===== config.mk =====
export PLATFORM = sky130hd
export DESIGN_NAME = fib_stack_ctrl
export DESIGN_NICKNAME = d
export VERILOG_FILES = /design/src/rtl/fib_stack_ctrl.sv
export SDC_FILE = /design/constraint.sdc
export NUM_CORES = 1
export LEC_CHECK = 0
export ABC_AREA = 1
export BUFFER_PORTS_ARGS = -buffer_cell sky130_fd_sc_hd__buf_2
export CAP_MARGIN = 5
export CORE_MARGIN = 2
export CORE_UTILIZATION = 53
export DETAILED_ROUTE_END_ITERATION = 10
export GPL_TIMING_DRIVEN = 0
export HOLD_SLACK_MARGIN = 0.05
export PLACE_DENSITY = 0.82
export SYNTH_ARGS = -nofsm -noshare
export SYNTH_HDL_FRONTEND = slang
export SYNTH_SLANG_ARGS = --single-unit

===== constraint.sdc =====
create_clock -name clk -period 3.5 [get_ports clk]
set_input_delay 0.35 -clock clk [delete_from_list [all_inputs] [get_ports clk]]
set_output_delay 0.35 -clock clk [all_outputs]
set_load 0.01 [all_outputs]

===== src/rtl/fib_stack_ctrl.sv =====
// fib_stack_ctrl: sequencer for the stack-based Fibonacci datapath.
// It computes fib(n) by expanding a tree on an external LIFO stack.
// Each popped x>=2 is replaced by pushes of x-1 and x-2.
// Each popped 1 bumps an external accumulator.
// When the stack runs empty, the accumulator holds fib(n).
//
// Ports
//   clk, clr            clock; synchronous active-high reset (also clears stack/acc externally)
//   start, n            request and operand (n latched when start is accepted in IDLE)
//   busy, done, err     status: busy outside IDLE, one-cycle done / err pulses
//   result              fib(n) after done, 0 after err; held between operations
//   acc_en, acc_clr     accumulator increment / synchronous clear
//   acc_count           accumulator value
//   stk_push, stk_din   push request and data
//   stk_pop             pop request (never together with stk_push)
//   stk_dout            combinational top of stack, valid when !stk_empty
//   stk_empty, stk_full stack status
module fib_stack_ctrl #(
    parameter int unsigned W     = 5,
    parameter int unsigned MAX_N = 8
) (
    input  logic         clk,
    input  logic         clr,
    input  logic         start,
    input  logic [W-1:0] n,
    output logic         busy,
    output logic         done,
    output logic         err,
    output logic [W-1:0] result,
    output logic         acc_en,
    output logic         acc_clr,
    input  logic [W-1:0] acc_count,
    output logic         stk_push,
    output logic         stk_pop,
    output logic [W-1:0] stk_din,
    input  logic [W-1:0] stk_dout,
    input  logic         stk_empty,
    input  logic         stk_full
);

    localparam logic [W-1:0] MAX_N_W = W'(MAX_N);
    localparam logic [W-1:0] ONE     = W'(1);
    localparam logic [W-1:0] TWO     = W'(2);

    typedef enum logic [2:0] {
        S_IDLE,
        S_CLR,
        S_SEED,
        S_POP,
        S_PUSH_A,
        S_PUSH_B,
        S_DONE,
        S_DRAIN
    } state_t;

    state_t       state;
    state_t       next_state;
    logic [W-1:0] n_reg;
    logic [W-1:0] x_reg;

    logic         n_load;
    logic         x_load;
    logic         res_load;
    logic [W-1:0] res_val;

    // State and datapath registers
    always_ff @(posedge clk) begin
        if (clr) begin
            state  <= S_IDLE;
            n_reg  <= '0;
            x_reg  <= '0;
            result <= '0;
        end else begin
            state <= next_state;
            if (n_load) begin
                n_reg <= n;
            end
            if (x_load) begin
                x_reg <= stk_dout;
            end
            if (res_load) begin
                result <= res_val;
            end
        end
    end

    // Next state and state-decoded outputs.
    // Stack and accumulator outputs depend only on state and on stack/acc status, never on start.
    always_comb begin
        next_state = state;
        busy       = 1'b0;
        done       = 1'b0;
        err        = 1'b0;
        acc_en     = 1'b0;
        acc_clr    = 1'b0;
        stk_push   = 1'b0;
        stk_pop    = 1'b0;
        stk_din    = '0;
        n_load     = 1'b0;
        x_load     = 1'b0;
        res_load   = 1'b0;
        res_val    = '0;

        case (state)
            S_IDLE: begin
                if (start) begin
                    n_load = 1'b1;
                    // Out-of-range operands or a stale stack are flushed, then reported as err.
                    if ((n > MAX_N_W) || !stk_empty) begin
                        next_state = S_DRAIN;
                    end else begin
                        next_state = S_CLR;
                    end
                end
            end

            S_CLR: begin
                busy       = 1'b1;
                acc_clr    = 1'b1;
                next_state = S_SEED;
            end

            S_SEED: begin
                busy       = 1'b1;
                stk_push   = 1'b1;
                stk_din    = n_reg;
                next_state = S_POP;
            end

            S_POP: begin
                busy = 1'b1;
                if (stk_empty) begin
                    // The last acc_en was at least one cycle earlier, so acc_count is final.
                    res_load   = 1'b1;
                    res_val    = acc_count;
                    next_state = S_DONE;
                end else begin
                    stk_pop = 1'b1;
                    x_load  = 1'b1;
                    if (stk_dout == '0) begin
                        next_state = S_POP;
                    end else if (stk_dout == ONE) begin
                        acc_en     = 1'b1;
                        next_state = S_POP;
                    end else begin
                        next_state = S_PUSH_A;
                    end
                end
            end

            // x_reg >= 2 in both push states, so the subtractions cannot wrap.
            S_PUSH_A: begin
                busy = 1'b1;
                if (stk_full) begin
                    next_state = S_DRAIN;
                end else begin
                    stk_push   = 1'b1;
                    stk_din    = x_reg - ONE;
                    next_state = S_PUSH_B;
                end
            end

            S_PUSH_B: begin
                busy = 1'b1;
                if (stk_full) begin
                    next_state = S_DRAIN;
                end else begin
                    stk_push   = 1'b1;
                    stk_din    = x_reg - TWO;
                    next_state = S_POP;
                end
            end

            S_DONE: begin
                busy       = 1'b1;
                done       = 1'b1;
                next_state = S_IDLE;
            end

            S_DRAIN: begin
                busy = 1'b1;
                if (!stk_empty) begin
                    stk_pop = 1'b1;
                end else begin
                    err        = 1'b1;
                    res_load   = 1'b1;
                    res_val    = '0;
                    next_state = S_IDLE;
                end
            end

            default: begin
                next_state = S_IDLE;
            end
        endcase

        // Reset quiets every output in the same cycle so an abort emits no stray request.
        if (clr) begin
            next_state = S_IDLE;
            busy       = 1'b0;
            done       = 1'b0;
            err        = 1'b0;
            acc_en     = 1'b0;
            acc_clr    = 1'b0;
            stk_push   = 1'b0;
            stk_pop    = 1'b0;
            stk_din    = '0;
            n_load     = 1'b0;
            x_load     = 1'b0;
            res_load   = 1'b0;
        end
    end

endmodule

[Word-level counts from Yosys, hierarchy flattened]
Index checks and enable logic that the tools add are counted.
Storage, ports and cells
  register bits after elaboration: 18
  memory bits (writable): 0
  latch bits: 0
  logic and storage cells: 67
  memories: 0
  output and inout bits: 17
  input port bits: 20
  bits in read-only memories: 0
Cells by class
  bitwise logic cells: 0
  multiplexer cells: 42
  divide/modulo/power cells: 0
  $mul: 0
  equal/unequal tests: 10
  shifts and indexed selects: 0
  add/subtract/negate cells: 2
  $lt $le $gt $ge: 1
  reduce and logical (&&, ||, !) cells: 8
Operators by type and width (number)
  2-to-1 mux 1 bit: 26
  2-to-1 mux 5 bit: 5
  one-hot mux 3 bit (8 select lines): 1
  2-to-1 mux 3 bit: 7
  one-hot mux 5 bit (3 select lines): 1
  == test 3 bit (second input constant): 4
  OR reduction 7 bit: 1
  == test 3 x 2 -> 1 bit (second input constant): 2
  == test 5 x 1 -> 1 bit (second input constant): 1
  > comparator 5 x 4 -> 1 bit (second input constant): 1
  zero test 5 bit: 1
  subtractor 5 x 1 -> 5 bit (second input constant): 1
  subtractor 5 x 2 -> 5 bit (second input constant): 1
  inequality test 2 bit (second input constant): 2
  OR reduction 2 bit: 2
  == test 3 x 1 -> 1 bit (second input constant): 1
  zero test 3 bit: 1
  2-to-1 mux 2 bit: 1
  one-hot mux 1 bit (2 select lines): 1
  AND reduction 2 bit: 1
  zero test 1 bit: 1
  logical OR 1 bit: 1

[Logic depth before layout (Yosys ltp)]
  depth in word-level cells: 6
  mapped depth: 8
  gate-level depth less buffers: 8

[Worst setup path after synthesis]
OpenSTA, ideal clock, no wires.
  path kind: reg2out
  start: register state[1]
  end: output acc_en
  cell stages (with the launch flop): 7
  setup slack: 1.883 ns
  data arrival time: 1.267 ns
  path buffers: 0
  data required time: 3.150 ns
  cells stage by stage: dfxtp_1 > nand2_2 > nor2_4 > inv_4 > nor3_4 > nand2_4 > nor2_1
On the way
  cells in the longest elaborated chain, start to end: 3
RTL lines
  start: declaration: line 56  | state_t state;
  start signal: assignment: line 74  | state <= next_state;
  == test 3 x 2 -> 1 bit: line 104  | case (state)
  2-to-1 mux 1 bit: line 104
  2-to-1 mux 1 bit: line 198  | if (clr) begin
  end: declaration: line 30  | output logic acc_en,
Every way passes these cells.

[Worst setup path after layout]
  start: register state[0]
  end: output acc_en
The elaborated chain is that of the path after synthesis.

==> metrics.csv <==
stage,metric,value,unit
floorplan,die area,2430,um^2
finish,"commonest non-fill, non-tap cell in the layout",nand2_1,
floorplan,Core ar.,1940,um^2
timing,clk_skew,0.0120,ns
timing,Rel. slew slack,0.655,
clocking,Post-CTS Setup Inserts,0,
finish,area delta synth->final,23.0,%
yosys,Synth async-reset ratio,0,
timing,Final min period,2.19,ns
placed_design,port bufs,36,
grt,Total GRT Usage,0.250,
grt,largest net degree at the start of global routing,11,
clocking,clock transition at the registers of the reported paths,0.10,ns
setup_path,CP max stage cell,dfxtp_1,
placed_design,placed instance count,231,
timing,Fin. Hold Viols,0,
grt,total grt overflow,0,
yosys,synthesis warning total,0,
yosys,sequential-to-total area share from yosys stat,0.331,
route,drt via density,5.35,
clocking,clock latency on the worst-skew pair,0.30,ns
timing,minimum hold slack,0.267,ns
pwr,Pwr per Cell Area,523,nW/um^2
route,1st-iter DRT viols,62,
clocking,hold buffer count at cts,0,
yosys,Post-Syn Nets,191,
setup_path,sequence of cells on the critical path,nand2_2 > nor2_4 > inv_4 > nor3_4 > nand2_4 > nor2_1 > buf_2,
timing,post-route worst setup slack,1.31,ns
pwr,sequential power share,0.400,
route,TritonRoute pass-1 iters,4,
pwr,Clk pwr share,0.186,
setup_path,worst path arrival time,1.84,ns
setup_path,CP Capture Type,output port,
setup_path,Critical Path Fanout Max,10,
finish,Reg area,360,um^2
finish,area of the multi-input gates,638,um^2
placed_design,Placer Congestion,0.886,
clocking,Bufs on Longest Clock Path,2,
pwr,P_leak,0.646,nW
finish,n_diodes,0,
placed_design,hpwl dp,2.18,mm
pwr,switching pwr,0.296,mW
finish,non-filler instance count after layout,235,
route,met2 routed WL,1.37,mm
grt,vias in the first global route,1156,
route,routed wl met3,187,um
status,status,completed,
route,DRC,0,
route,max layer used,met4,
clocking,CTS tree,built,
yosys,prevailing post-synth register cell,dfxtp_1,
finish,# fillers,179,
yosys,Yosys cell types,27,
setup_path,max incr delay on CP,0.47,ns
hold_path,hold crit path type,primary input to register,
route,WL final,2.78,mm
floorplan,# IOs,37,
pwr,logic gate share of total power,0.414,
timing,RSZ-0062 raised after global routing,no,
floorplan,Die Wd,49.3,um
clocking,CTS resizes,0,
floorplan,FP Rows,16,
yosys,Post-Syn Area,1090,um^2
yosys,Seq cells post-synth,18,
timing,period utilization,0.626,
placed_design,DP Worst Slack,1.59,ns
yosys,"EDFF count, synth",0,
timing,Pins Over Slew Limit,0,
yosys,Mapped Cells,168,
timing,setup TNS,0,ns
setup_path,worst endpoint required time,3.15,ns
yosys,syn_area_per_cell,6.47,um^2
grt,global-route wire length before repair,4.78,mm
clocking,clk root buf,clkbuf_4,
run,Max-cap violations,0,
route,via count,1257,
route,antenna-violating nets left,0,
route,drt wl/cell,11.8,um
setup_path,startpoint types,register,
setup_path,crit path kind,register to output port,
clocking,TritonCTS buffer count,3,
pwr,sw frac,0.423,
grt,initial antenna violation count,0,
clocking,htree depth,1,
pwr,Max VDD drop,0.000376,V
finish,most frequent cells in the layout,"44 x nand2_1, 36 x buf_2, 20 x nor2_1",
timing,Slew @ Worst Pin,0.517,ns
finish,Final nets,232,
timing,Fmax,0.456,GHz
pwr,Internal Power,0.403,mW
route,Met1 Routed Length,1.18,mm
floorplan,die extent in y,49.3,um
finish,fraction of layout cells with a size suffix above 1,0.231,
floorplan,starting density of the core,0.560,
clocking,CTS Sinks,18,
timing,setup violators final,0,
-- critical path, delay by kind of cell (launching register included) --
family	cells	cell delay [ns]
buf+inv	2	0.19
simple gates	5	0.87
flops	1	0.47
-- power by group through the flow --
stage,sequential (mW),combinational (mW),clock [mW]
finish,0.280,0.290,0.130
floorplan,0.274,0.210,0
global route,0.283,0.330,0.141
CTS,0.277,0.289,0.132
global placement,0.281,0.278,0
detailed placement,0.282,0.288,0
-- worst paths after layout --
kind              slack, ns        to         from  cells past startpoint
setup / recovery       1.31    acc_en     state[0]                      7
hold / removal         0.27  x_reg[1]  stk_dout[1]                      3
setup reg to reg       1.91  x_reg[0]     state[0]                      6
hold reg to reg        0.48  n_reg[3]     n_reg[3]                      2
-- metrics by stage --
step	util	power, mW	cell area (um^2)
final	0.689	0.699	1340
after global routing	0.689	0.754	1340
after CTS	0.689	0.698	1340
after detailed placement	0.670	0.569	1300
after global placement	0.670	0.559	1300
after floorplan	-	0.483	1090
-- layout make-up --
type	count	area share
multi-input cells	127	0.477
flip-flops and latches	18	0.269
repair buffers	36	0.135
inverters	20	0.0580
clock buffers	4	0.0271
well taps	27	0.0253
plain buffers	3	0.00842
-- cells by family (layout without fill, tap and decap cells) --
family	Yosys count	in the layout	synth area share
AND/OR/NAND/NOR	88	88	0.364
buffers and inverters	23	63	0.0817
flip-flops	18	18	0.331
adder cells (fa/ha/maj)	3	3	0.0345
XOR/XNOR	2	2	0.0161
AO/OA/AOI/OAI	34	34	0.173
-- Yosys cell counts, types with 2 or more instances --
master / count / share of area
a21oi_1: 18 / 0.083
buf_1: 2 / 0.0069
dfxtp_1: 18 / 0.33
ha_1: 3 / 0.035
inv_1: 18 / 0.062
nand2_1: 44 / 0.15
nand3_1: 13 / 0.060
nor2_1: 20 / 0.069
nor3_1: 2 / 0.0092
nor4_1: 2 / 0.012
o211ai_1: 2 / 0.014
o21ai_0: 9 / 0.041
o31ai_1: 3 / 0.021
-- per-layer routing --
layer	vias to the layer above	GRT usage
met5	-	0
met3	6	0.0429
met4	0	0.0905
li1	636	-
met2	51	0.439
met1	564	0.302
Note: power is estimated with default switching activity, not from simulation.
